## config.mk

```make
export PLATFORM = sky130hd
export DESIGN_NAME = ps2_key_rx
export DESIGN_NICKNAME = d
export VERILOG_FILES = /design/src/rtl/ps2_pkg.sv /design/src/rtl/ps2_frame_rx.sv /design/src/rtl/ps2_key_rx.sv
export SDC_FILE = /design/constraint.sdc
export NUM_CORES = 1
export LEC_CHECK = 0
export BUFFER_PORTS_ARGS = -buffer_cell sky130_fd_sc_hd__buf_2
export CORE_UTILIZATION = 40
export CTS_CLUSTER_DIAMETER = 120
export DETAILED_ROUTE_END_ITERATION = 6
export PLACE_DENSITY = 0.6
export SYNTH_ARGS = -nofsm -noshare
export SYNTH_HDL_FRONTEND = slang
export SYNTH_SLANG_ARGS = --single-unit
export TNS_END_PERCENT = 50
```

## constraint.sdc

```tcl
create_clock -name clk_sys -period 5.76 [get_ports clk_sys]
set_clock_uncertainty 0.05 [all_clocks]
set_input_delay 0 -clock clk_sys [delete_from_list [all_inputs] [get_ports clk_sys]]
set_output_delay 0 -clock clk_sys [all_outputs]
set_load 0.02 [all_outputs]
```

## src/rtl/ps2_pkg.sv

```systemverilog
// Shared constants, discard-code list and frame-receiver state type for the
// PS/2 keyboard receiver.
package ps2_pkg;

  localparam logic [7:0] PS2_EXT    = 8'hE0;
  localparam logic [7:0] PS2_REL    = 8'hF0;
  localparam logic [7:0] PS2_PAUSE  = 8'hE1;
  localparam logic [2:0] PAUSE_SKIP = 3'd7;

  // Keyboard housekeeping replies (BAT, ACK, errors) that never map to a key.
  localparam int         N_DISCARD = 6;
  localparam logic [7:0] DISCARD_CODES [N_DISCARD] =
    '{8'h00, 8'hAA, 8'hFA, 8'hFC, 8'hFE, 8'hFF};

  typedef enum logic [1:0] {
    IDLE,
    RECV,
    CHECK
  } rx_state_t;

  function automatic logic is_discard(input logic [7:0] code);
    logic hit;
    hit = 1'b0;
    for (int i = 0; i < N_DISCARD; i++) begin
      if (code == DISCARD_CODES[i]) hit = 1'b1;
    end
    return hit;
  endfunction

endpackage

```

## src/rtl/ps2_frame_rx.sv

```systemverilog
// PS/2 line receiver: input synchronisers, clock glitch filter, 11-bit frame
// state machine with odd-parity/stop check and inter-edge timeout.
module ps2_frame_rx
  import ps2_pkg::*;
#(
  parameter int FILTER  = 8,
  parameter int TIMEOUT = 4800
) (
  input  logic       i_clk,
  input  logic       i_rst_n,
  input  logic       i_ps2_clk,
  input  logic       i_ps2_data,
  output logic       o_byte_valid,
  output logic [7:0] o_byte,
  output logic       o_frame_err,
  output logic       o_busy
);

  localparam int FCW = (FILTER > 1) ? $clog2(FILTER) : 1;
  localparam int TCW = $clog2(TIMEOUT + 1);

  logic           r_clk_s1, r_clk_s2;
  logic           r_dat_s1, r_dat_s2;
  logic           r_clk_filt;
  logic [FCW-1:0] r_fcnt;
  logic           w_fall;

  rx_state_t      r_state, w_state_nxt;
  logic [3:0]     r_bcnt;
  logic [TCW-1:0] r_tcnt;
  logic [7:0]     r_shift;
  logic           r_par;
  logic           r_stop;
  logic           w_frame_ok;

  // Stage: synchronise raw lines, then require FILTER agreeing samples
  // before the filtered clock follows the synchronised one.
  always_ff @(posedge i_clk) begin
    if (!i_rst_n) begin
      r_clk_s1   <= 1'b1;
      r_clk_s2   <= 1'b1;
      r_dat_s1   <= 1'b1;
      r_dat_s2   <= 1'b1;
      r_clk_filt <= 1'b1;
      r_fcnt     <= '0;
    end else begin
      r_clk_s1 <= i_ps2_clk;
      r_clk_s2 <= r_clk_s1;
      r_dat_s1 <= i_ps2_data;
      r_dat_s2 <= r_dat_s1;
      if (r_clk_s2 != r_clk_filt) begin
        if (r_fcnt == FCW'(FILTER - 1)) begin
          r_clk_filt <= r_clk_s2;
          r_fcnt     <= '0;
        end else begin
          r_fcnt <= r_fcnt + FCW'(1);
        end
      end else begin
        r_fcnt <= '0;
      end
    end
  end

  // The sample event is the cycle in which the filter commits a 1->0 change.
  assign w_fall = r_clk_filt && !r_clk_s2 && (r_fcnt == FCW'(FILTER - 1));

  // Stage: frame state register and bit/timeout counters.
  always_ff @(posedge i_clk) begin
    if (!i_rst_n) begin
      r_state <= IDLE;
      r_bcnt  <= '0;
      r_tcnt  <= '0;
    end else begin
      r_state <= w_state_nxt;
      if (r_state == RECV) begin
        if (w_fall) begin
          r_bcnt <= r_bcnt + 4'd1;
          r_tcnt <= '0;
        end else begin
          r_tcnt <= r_tcnt + TCW'(1);
        end
      end else begin
        r_bcnt <= '0;
        r_tcnt <= '0;
      end
    end
  end

  always_ff @(posedge i_clk) begin
    if (r_state == RECV && w_fall) begin
      if (r_bcnt < 4'd8) begin
        r_shift <= {r_dat_s2, r_shift[7:1]};
      end else if (r_bcnt == 4'd8) begin
        r_par <= r_dat_s2;
      end else begin
        r_stop <= r_dat_s2;
      end
    end
  end

  assign w_frame_ok = (^{r_shift, r_par}) && r_stop;

  always_comb begin
    w_state_nxt  = r_state;
    o_byte_valid = 1'b0;
    o_frame_err  = 1'b0;
    unique case (r_state)
      IDLE: begin
        if (w_fall && !r_dat_s2) w_state_nxt = RECV;
      end
      RECV: begin
        if (w_fall) begin
          if (r_bcnt == 4'd9) w_state_nxt = CHECK;
        end else if (r_tcnt == TCW'(TIMEOUT)) begin
          o_frame_err = 1'b1;
          w_state_nxt = IDLE;
        end
      end
      CHECK: begin
        o_byte_valid = w_frame_ok;
        o_frame_err  = !w_frame_ok;
        w_state_nxt  = IDLE;
      end
      default: w_state_nxt = IDLE;
    endcase
  end

  assign o_byte = r_shift;
  assign o_busy = (r_state != IDLE);

endmodule

```

## src/rtl/ps2_key_rx.sv

```systemverilog
// PS/2 set-2 scancode receiver producing the 11-bit ps2_key event word
// {toggle, pressed, ext, code}; handles E0/F0 prefixes and the E1 pause run.
module ps2_key_rx
  import ps2_pkg::*;
#(
  parameter int FILTER  = 8,
  parameter int TIMEOUT = 4800
) (
  input  logic        clk_sys,
  input  logic        RESET_N,
  input  logic        ps2_clk_in,
  input  logic        ps2_data_in,
  output logic [10:0] ps2_key,
  output logic        frame_err,
  output logic        rx_busy
);

  logic        w_byte_valid;
  logic [7:0]  w_byte;
  logic        w_frame_err;
  logic        w_busy;

  logic [10:0] r_key;
  logic        r_ext;
  logic        r_rel;
  logic [2:0]  r_skip;

  ps2_frame_rx #(
    .FILTER  (FILTER),
    .TIMEOUT (TIMEOUT)
  ) u_frame (
    .i_clk        (clk_sys),
    .i_rst_n      (RESET_N),
    .i_ps2_clk    (ps2_clk_in),
    .i_ps2_data   (ps2_data_in),
    .o_byte_valid (w_byte_valid),
    .o_byte       (w_byte),
    .o_frame_err  (w_frame_err),
    .o_busy       (w_busy)
  );

  // Stage: prefix/pause decode and event register; a broken frame voids
  // any prefix collected so far.
  always_ff @(posedge clk_sys) begin
    if (!RESET_N) begin
      r_key  <= '0;
      r_ext  <= 1'b0;
      r_rel  <= 1'b0;
      r_skip <= '0;
    end else if (w_frame_err) begin
      r_ext <= 1'b0;
      r_rel <= 1'b0;
    end else if (w_byte_valid) begin
      if (r_skip != 3'd0) begin
        r_skip <= r_skip - 3'd1;
      end else if (w_byte == PS2_EXT) begin
        r_ext <= 1'b1;
      end else if (w_byte == PS2_REL) begin
        r_rel <= 1'b1;
      end else if (w_byte == PS2_PAUSE) begin
        r_skip <= PAUSE_SKIP;
        r_ext  <= 1'b0;
        r_rel  <= 1'b0;
      end else if (is_discard(w_byte)) begin
        r_ext <= 1'b0;
        r_rel <= 1'b0;
      end else begin
        r_key <= {~r_key[10], ~r_rel, r_ext, w_byte};
        r_ext <= 1'b0;
        r_rel <= 1'b0;
      end
    end
  end

  assign ps2_key   = r_key;
  assign frame_err = w_frame_err;
  assign rx_busy   = w_busy;

endmodule

```

Word level (Yosys, flattened, before mapping) --
Cells that the tools add are included. W data, S select, Z words.
Storage, ports and cells: register bits 53, bits of input ports 4, word-level logic and storage cells 111
Operators by class: add/subtract/negate cells 4, magnitude comparators 1, equality and inequality tests 21, multiplexer cells 29, bitwise gates (word level) 13, reductions and logical operators 27
Operators with widths (number):
- $eq A8 B8 Y1 const B | 8
- $mux W1 | 19
- $reduce_and A3 Y1 | 5
- $add A13 B1 Y13 const B | 1
- $eq A13 B13 Y1 const B | 1
- $not A1 Y1 | 13
- $mux W3 | 4
- $reduce_xor A9 Y1 | 1
- $eq A4 B4 Y1 const B | 2
- $logic_not A8 Y1 | 1
- $mux W2 | 4
- $reduce_and A7 Y1 | 1
- $ne A2 B2 Y1 const B | 3
- $reduce_and A2 Y1 | 3
- $reduce_or A3 Y1 | 2
- $logic_and A1 B1 Y1 | 5
- $reduce_and A5 Y1 | 1
- $add A4 B1 Y4 const B | 1
- $lt A4 B4 Y1 const B | 1
- $pmux W2 S2 | 1
- $reduce_bool A2 Y1 | 2
- $add A3 B1 Y3 const B | 1
- $eq A3 B3 Y1 const B | 1
- $logic_not A1 Y1 | 3
- other kinds (11) | 11

Depth between registers and ports, before layout --
Gate-level depths: netlist of the first run.
depth after elaboration 16, depth in mapped cells 9

By module --
A second synthesis of the first run with hierarchy kept.
Second synthesis, totals: cells, all modules 261, area, all modules 2512.4 um2
Modules (own cells, without submodules):
- ps2_frame_rx | instances 1, cells an instance 169, area each 1724.2 um2
- ps2_key_rx | instances 1, cells an instance 92, area each 788.3 um2

Worst setup path before layout of the first run --
Ideal clock, no wire load.
kind reg-to-reg, start point register u_frame.r_shift[4], in the netlist u_frame.o_byte[4], end point register r_ext, setup time 148 ps, data arrival time 1959 ps, required time 5562 ps, path slack 3604 ps, stages on the path, launching flop included 6, clock period less this slack 2156 ps, cell sequence edfxtp_1 -> xnor2_1 -> xnor3_2 -> xor2_4 -> a31oi_1 -> nor3_1
On the way: longest elaborated chain between the ends 5
Ends and longest elaborated chain:
- from (decl) | line ps2_frame_rx.sv:31 | logic [7:0] r_shift;
- from (signal assigned) | line ps2_frame_rx.sv:92 | r_shift <= {r_dat_s2, r_shift[7:1]};
- $reduce_xor A9 Y1 | line ps2_frame_rx.sv:101 | assign w_frame_ok = (^{r_shift, r_par}) && r_stop;
- $logic_and A1 B1 Y1 | line ps2_frame_rx.sv:101
- $logic_not A1 Y1 | line ps2_frame_rx.sv:121 | o_frame_err = !w_frame_ok;
- $pmux W1 S2 | line ps2_frame_rx.sv:107 | unique case (r_state)
- named net frame_err | line ps2_key_rx.sv:14 | output logic frame_err,
- $reduce_or A2 Y1 (no line)
- to (signal assigned) | line ps2_key_rx.sv:47 | r_ext <= 1'b0;
- to (signal assigned) | line ps2_key_rx.sv:51 | r_ext <= 1'b0;
- to (signal assigned) | line ps2_key_rx.sv:57 | r_ext <= 1'b1;
- to (decl) | line ps2_key_rx.sv:24 | logic r_ext;
The timed path passes the listed nets, and every way through them passes these cells. A chain may end at the register's enable or synchronous reset.

Final worst setup path of the first run --
start point register u_frame.r_tcnt[0], end point output port frame_err
On the way: longest elaborated chain between the ends 4
Ends and longest elaborated chain:
- from (decl) | line ps2_frame_rx.sv:30 | logic [TCW-1:0] r_tcnt;
- from (signal assigned) | line ps2_frame_rx.sv:80 | r_tcnt <= r_tcnt + TCW'(1);
- $eq A13 B13 Y1 | line ps2_frame_rx.sv:114 | end else if (r_tcnt == TCW'(TIMEOUT)) begin
- $mux W1 | line ps2_frame_rx.sv:114
- $mux W1 | line ps2_frame_rx.sv:112 | if (w_fall) begin
- $pmux W1 S2 | line ps2_frame_rx.sv:107
- to (decl) | line ps2_key_rx.sv:14
Every way passes these cells.

==> results of run 1 <==
==> worst max-delay path by stage <==
stage / startpoint / to / slack [ns] / cells after the start
after floorplan: u_frame.o_byte[4] / r_ext / 3.60 / 5
after global placement: u_frame.o_byte[1] / ps2_key[1] / 3.62 / 5
after detailed placement: u_frame.o_byte[0] / ps2_key[1] / 3.59 / 5
after CTS: u_frame.o_byte[4] / frame_err / 3.33 / 5
after global routing: u_frame.r_tcnt[0] / frame_err / 3.20 / 7
final: u_frame.r_tcnt[0] / frame_err / 3.34 / 7
==> critical path, delay by kind of cell (launching register included) <==
kind / cells / cell delay [ns]
AOI/OAI and AO/OA: 1 / 0.33
DFF: 1 / 0.36
adders and majority gates: 1 / 0.13
and+or+nand+nor: 3 / 0.95
buffers and inverters: 2 / 0.30
==> registers in the layout, summed over array words and instances, names as in the netlist, 2 cells and up <==
| name | cells |
|---|---|
| u_frame.r_state | 2 |
| ps2_key | 11 |
| u_frame.r_fcnt | 3 |
| u_frame.o_byte | 8 |
| u_frame.r_tcnt | 13 |
| u_frame.r_bcnt | 4 |
| r_skip | 3 |
==> power by group <==
group,total (uW),leakage [uW],switching (uW),internal [uW]
clock network,199,0.0000430,117,82.2
logic,9.78,0.000533,6.00,3.78
registers,378,0.000436,0.613,377
total,587,0.00101,124,463
==> metrics by stage <==
| stage | total power, uW | worst slack, ns | hold WS (ns) |
|---|---|---|---|
| 3_5_place_dp | 396 | 3.59 | 0.137 |
| 3_3_place_gp | 395 | 3.62 | 0.130 |
| 6_report | 587 | 3.34 | 0.114 |
| 4_1_cts | 598 | 3.33 | 0.108 |
| 5_1_grt | 610 | 3.20 | 0.131 |
| 2_1_floorplan | 393 | 3.60 | 0.0515 |
==> cells by family after synthesis <==
kind of cell	share of synthesized area (%)
simple gates	23.0
flops	45.8
compound gates	7.80
buf+inv	3.70
xor+xnor	8.15
mux	5.14
fa+ha+maj	6.42
==> synthesized netlist by cell type, types with 2 or more instances <==
master	count
a21oi_1	7
a31oi_1	5
and2_1	5
and3_1	2
and4b_1	2
clkbuf_1	6
dfxtp_1	43
edfxtp_1	10
ha_1	13
inv_1	16
mux2i_1	13
nand2_1	37
nand2b_1	8
nand3_1	8
nand4_1	5
nor2_1	17
nor3_1	6
nor4_1	3
o21ai_0	5
or3_1	4
xnor2_1	8
xor2_1	7
==> layout make-up <==
type / count / area, um^2 / area share, %
clock buffers: 5 / 68.8 / 2.48
well taps: 75 / 93.8 / 3.38
clock inverters: 3 / 12.5 / 0.451
repair buffers: 18 / 100 / 3.61
multi-input cells: 181 / 1280 / 46.1
flip-flops and latches: 53 / 1160 / 41.8
inverters: 16 / 60.1 / 2.16
==> routing by layer <==
metal  vias to the layer above  share of wire, %  routed length (um)
met4                         0               1.8                  77
li1                        923                 -                   -
met2                        23                47                2020
met3                         7               2.9                 122
met1                       819                48                2050
met5                         -                 0                   0
==> metrics, run 1 <==
First-pass DRT Iterations=4; Routed Antenna Nets=0; ant diodes=0; number of port buffers=16; critical-path cell list=inv_1 -> ha_1 -> or4bb_1 -> nor4_4 -> nand2_1 -> a31oi_1 -> buf_2; fmax=between 0.4 and 0.5 GHz; vias in the first global route=between 1.5k and 2k; gp weighted congestion=0.705; Post-CTS Setup Repair Bufs=0; Finish-stage setup viols=0; share of layout cells above drive strength 1=a little under an eighth; total CTS buffers=5; EDFF count, synth=10; Final min period=approximately 2.4 ns; CTS tree=yes; Primary FF master, synth=dfxtp_1; Leakage=between 0.001 and 0.0015 uW; final WL=4270 um; # DRC=0; post_cts resized=0; Max stage delay on crit path=0.48 ns; Hold Vio Cnt, Final=0; P&R area growth vs syn=9.53%; DP Cell Count=about 340; Async S/R FF share, synth=0%; hold_buf cts=2; #FFs+latches synth=53; cell type with the largest total area after synthesis=dfxtp_1; Via density=5.05; reg2reg end=ps2_key[2]; DP Area=approximately 0.0027 mm^2; Yosys top cell area share=between 30% and 40%; GRT Total Usage=14.3%; commonest cells after routing, fill and taps aside=43 x dfxtp_1, 37 x nand2_1, 17 x nor2_1; R2R Setup Slk=around 3.6 ns; Max-cap violations=0; synth top area cells=dfxtp_1 34%, edfxtp_1 12%, ha_1 6.4%, nand2_1 5.5%, mux2i_1 5.1%; Critical R2R Launch=u_frame.o_byte[0]; kind of critical path=reg -> out; unrepaired setup endpoints after global routing=false; min-delay src=RESET_N; drt initial violations=56; R2R depth=5; post-route cell area=~0.0028 mm^2; ports placed on the boundary=17; HP Class=in -> reg; H-tree depth=2; Data required, critical path=around 5.7 ns; fin crit share=about 42%; Core Box Area=between 0.006 and 0.007 mm^2; setup total negative slack=0 ns; status=finished, final reports clean; FILL cells=just over 600; Mapped Cells=257; final net count=~290; Slew @ Worst Pin=about 0.64 ns; Hold EP=u_frame.r_dat_s2; HPWL Detailed=between 3000 and 4000 um; crit-path max FO=5; root buf cell=clkbuf_8; element type at the critical path start=flop; P per Cell Area=212 mW/mm^2; die area=around 0.0067 mm^2; synthesized area per cell=between 9 and 10 um^2; M3 GR Usage=~3.0%; met1 GRT Util=between 10% and 20%; hold path depth=2; clock sinks=53; sequential cell area fraction in the yosys report=between 40% and 50%; Die Y=81.6 um; worst-skew pair later-pin latency=around 0.30 ns; Non-Filler Instances=351; CP arrival=2.37 ns; YS warnings=0; die width=about 82 um; Final Max Tran Viols=0; WL per Instance=around 12 um; largest net degree at the start of global routing=34; first-pass GRT wire length=approximately 7300 um; VDD IR max=0.126 mV; Worst Setup End Kind=primary output; GRT busiest layer=met2; post-synth net total=274; commonest non-fill, non-tap cell in the layout=dfxtp_1; Util after Layout=46.1%; grt ovf=0; Clk pin slew, worst setup/hold paths=0.09 ns; vias after detailed routing=1772; initial antenna violation count=0; Core Rows=28; met2 Use GR=about a quarter; Initial Utilization=42.0%; post-synth cell types=slightly below 50; Clock Tree Buf Depth=2; synthesized area=around 0.0025 mm^2; relative slew slack=about 57%; Slowest-stage cell, CP=or4bb_1
Note: power is estimated with default switching activity, not from simulation.
==> run 2: changes to the inputs <==
==> constraint.sdc (replaced) <==
create_clock -name clk_sys -period 2.27 [get_ports clk_sys]
set_clock_uncertainty 0.05 [all_clocks]
set_input_delay 0 -clock clk_sys [delete_from_list [all_inputs] [get_ports clk_sys]]
set_output_delay 0 -clock clk_sys [all_outputs]
set_load 0.02 [all_outputs]
==> run 2 against run 1 <==
Combinational power rose to 2.7 times the previous value. Critical path type unchanged. Via count grew 0.62%. Global-route usage rose by 0.41 points.
==> metrics, run 2 (synthesis results as in run 1) <==
final net count=roughly 300; largest register by flop count=u_frame.r_tcnt; total CTS buffers=5; grt ovf=0; fmax=approximately 0.45 GHz; Die Y=just over 80 um; drt initial violations=slightly below 70; HPWL Detailed=roughly 3200 um; CTS tree=yes; CP arrival=2.16 ns; Max-cap violations=0; Slew @ Worst Pin=0.490 ns; VDD IR max=roughly 0.27 mV; Core Box Area=between 0.006 and 0.007 mm^2; H-tree depth=2; vias in the first global route=approximately 1.7k; HP Class=in -> reg; WL per Instance=12.2 um; Initial Utilization=between 40% and 50%; gp weighted congestion=about 0.73; Finish-stage setup viols=0; total power=roughly 1500 uW; ant diodes=0; Core Rows=28; share of layout cells above drive strength 1=between 10% and 20%; die width=slightly above 80 um; commonest non-fill, non-tap cell in the layout=dfxtp_1; Data required, critical path=2.22 ns; Final Max Tran Viols=0; initial antenna violation count=0; ports placed on the boundary=17; vias after detailed routing=between 1.5k and 2k; P per Cell Area=532 mW/mm^2; unrepaired setup endpoints after global routing=true; # DRC=0; crit-path max FO=9; GRT Total Usage=between 10 and 15%; Routed Antenna Nets=0; relative slew slack=67.2%; max reg flops=13; root buf cell=clkbuf_8; final WL=between 4000 and 5000 um; worst-skew pair later-pin latency=0.31 ns; Final min period=between 2 and 2.5 ns; Leakage=0.00109 uW; Worst Setup End Kind=primary output; largest net degree at the start of global routing=33; First-pass DRT Iterations=4; Hold Vio Cnt, Final=0; status=finished, final reports clean; commonest cells after routing, fill and taps aside=43 x dfxtp_1, 37 x nand2_1, 17 x nor2_1; first-pass GRT wire length=7410 um; die area=between 0.006 and 0.007 mm^2; setup total negative slack=0 ns; element type at the critical path start=flop; Via density=between 4 and 5; number of port buffers=16; fin crit share=a little over nine tenths; Place WS=between 0.15 and 0.2 ns; P&R area growth vs syn=14.4%; Clk pin slew, worst setup/hold paths=approximately 0.090 ns; setup slack after layout=0.0639 ns; kind of critical path=reg -> out; Clock Tree Buf Depth=2; clock sinks=53
run 2: routing by layer:
layer | vias up | global-route usage (%) | share of wire, %
met5 | - | 0 | 0
met1 | 806 | 18.6 | 51
met4 | 0 | 3.68 | 1.0
met2 | 24 | 24.5 | 44
met3 | 6 | 4.33 | 4.0
li1 | 947 | - | -
run 2: power breakdown:
| group | internal [uW] | switching, uW | total [uW] | leakage (uW) |
|---|---|---|---|---|
| combinational | 10.7 | 15.8 | 26.5 | 0.000598 |
| sequential | 958 | 1.35 | 959 | 0.000436 |
| clock | 248 | 308 | 555 | 0.0000512 |
| total | 1220 | 325 | 1540 | 0.00109 |
run 2: worst max-delay path, stage by stage, from the launching register on:
cell and delay, ns:
edfxtp_1 0.47, xnor2_1 0.22, xnor3_2 0.51, xor2_4 0.33
a31oi_4 0.14, buf_4 0.18
run 2: final timing paths:
kind	startpoint	end	slack, ns	depth (start not counted)
worst max register to register	u_frame.o_byte[3]	ps2_key[0]	0.15	5
worst min register to register	u_frame.r_dat_s1	u_frame.r_dat_s2	0.37	1
worst min-delay path	RESET_N	u_frame.r_dat_s2	0.14	3
worst max-delay path	u_frame.o_byte[3]	frame_err	0.06	5
run 2: per-stage QoR:
stage | util [%] | cell area [um^2] | hold WS (ns) | instances
6_report | 48.1 | 2900 | 0.141 | 360
4_1_cts | 47.7 | 2870 | 0.138 | 360
3_3_place_gp | 45.4 | 2730 | 0.131 | 349
3_5_place_dp | 45.4 | 2730 | 0.137 | 349
5_1_grt | 48.1 | 2900 | 0.167 | 360
2_1_floorplan | - | 2530 | 0.0515 | 257
run 2: timing repair:
action,4_1_cts,5_1_grt
hold buffers,2,0
endpoints found under the setup margin,1,5
hold endpoints to repair,2,0
pin swaps,1,1
setup buffers,1,0
gates resized for setup,2,6
run 2: final cells by class:
class / count / area (um^2)
Fill cell: 589 / 3130
Tap cell: 75 / 93.8
Timing Repair Buffer: 27 / 170
Inverter: 16 / 60.1
Sequential cell: 53 / 1160
Clock inverter: 2 / 13.8
Multi-Input combinational cell: 181 / 1320
Clock buffer: 6 / 82.6
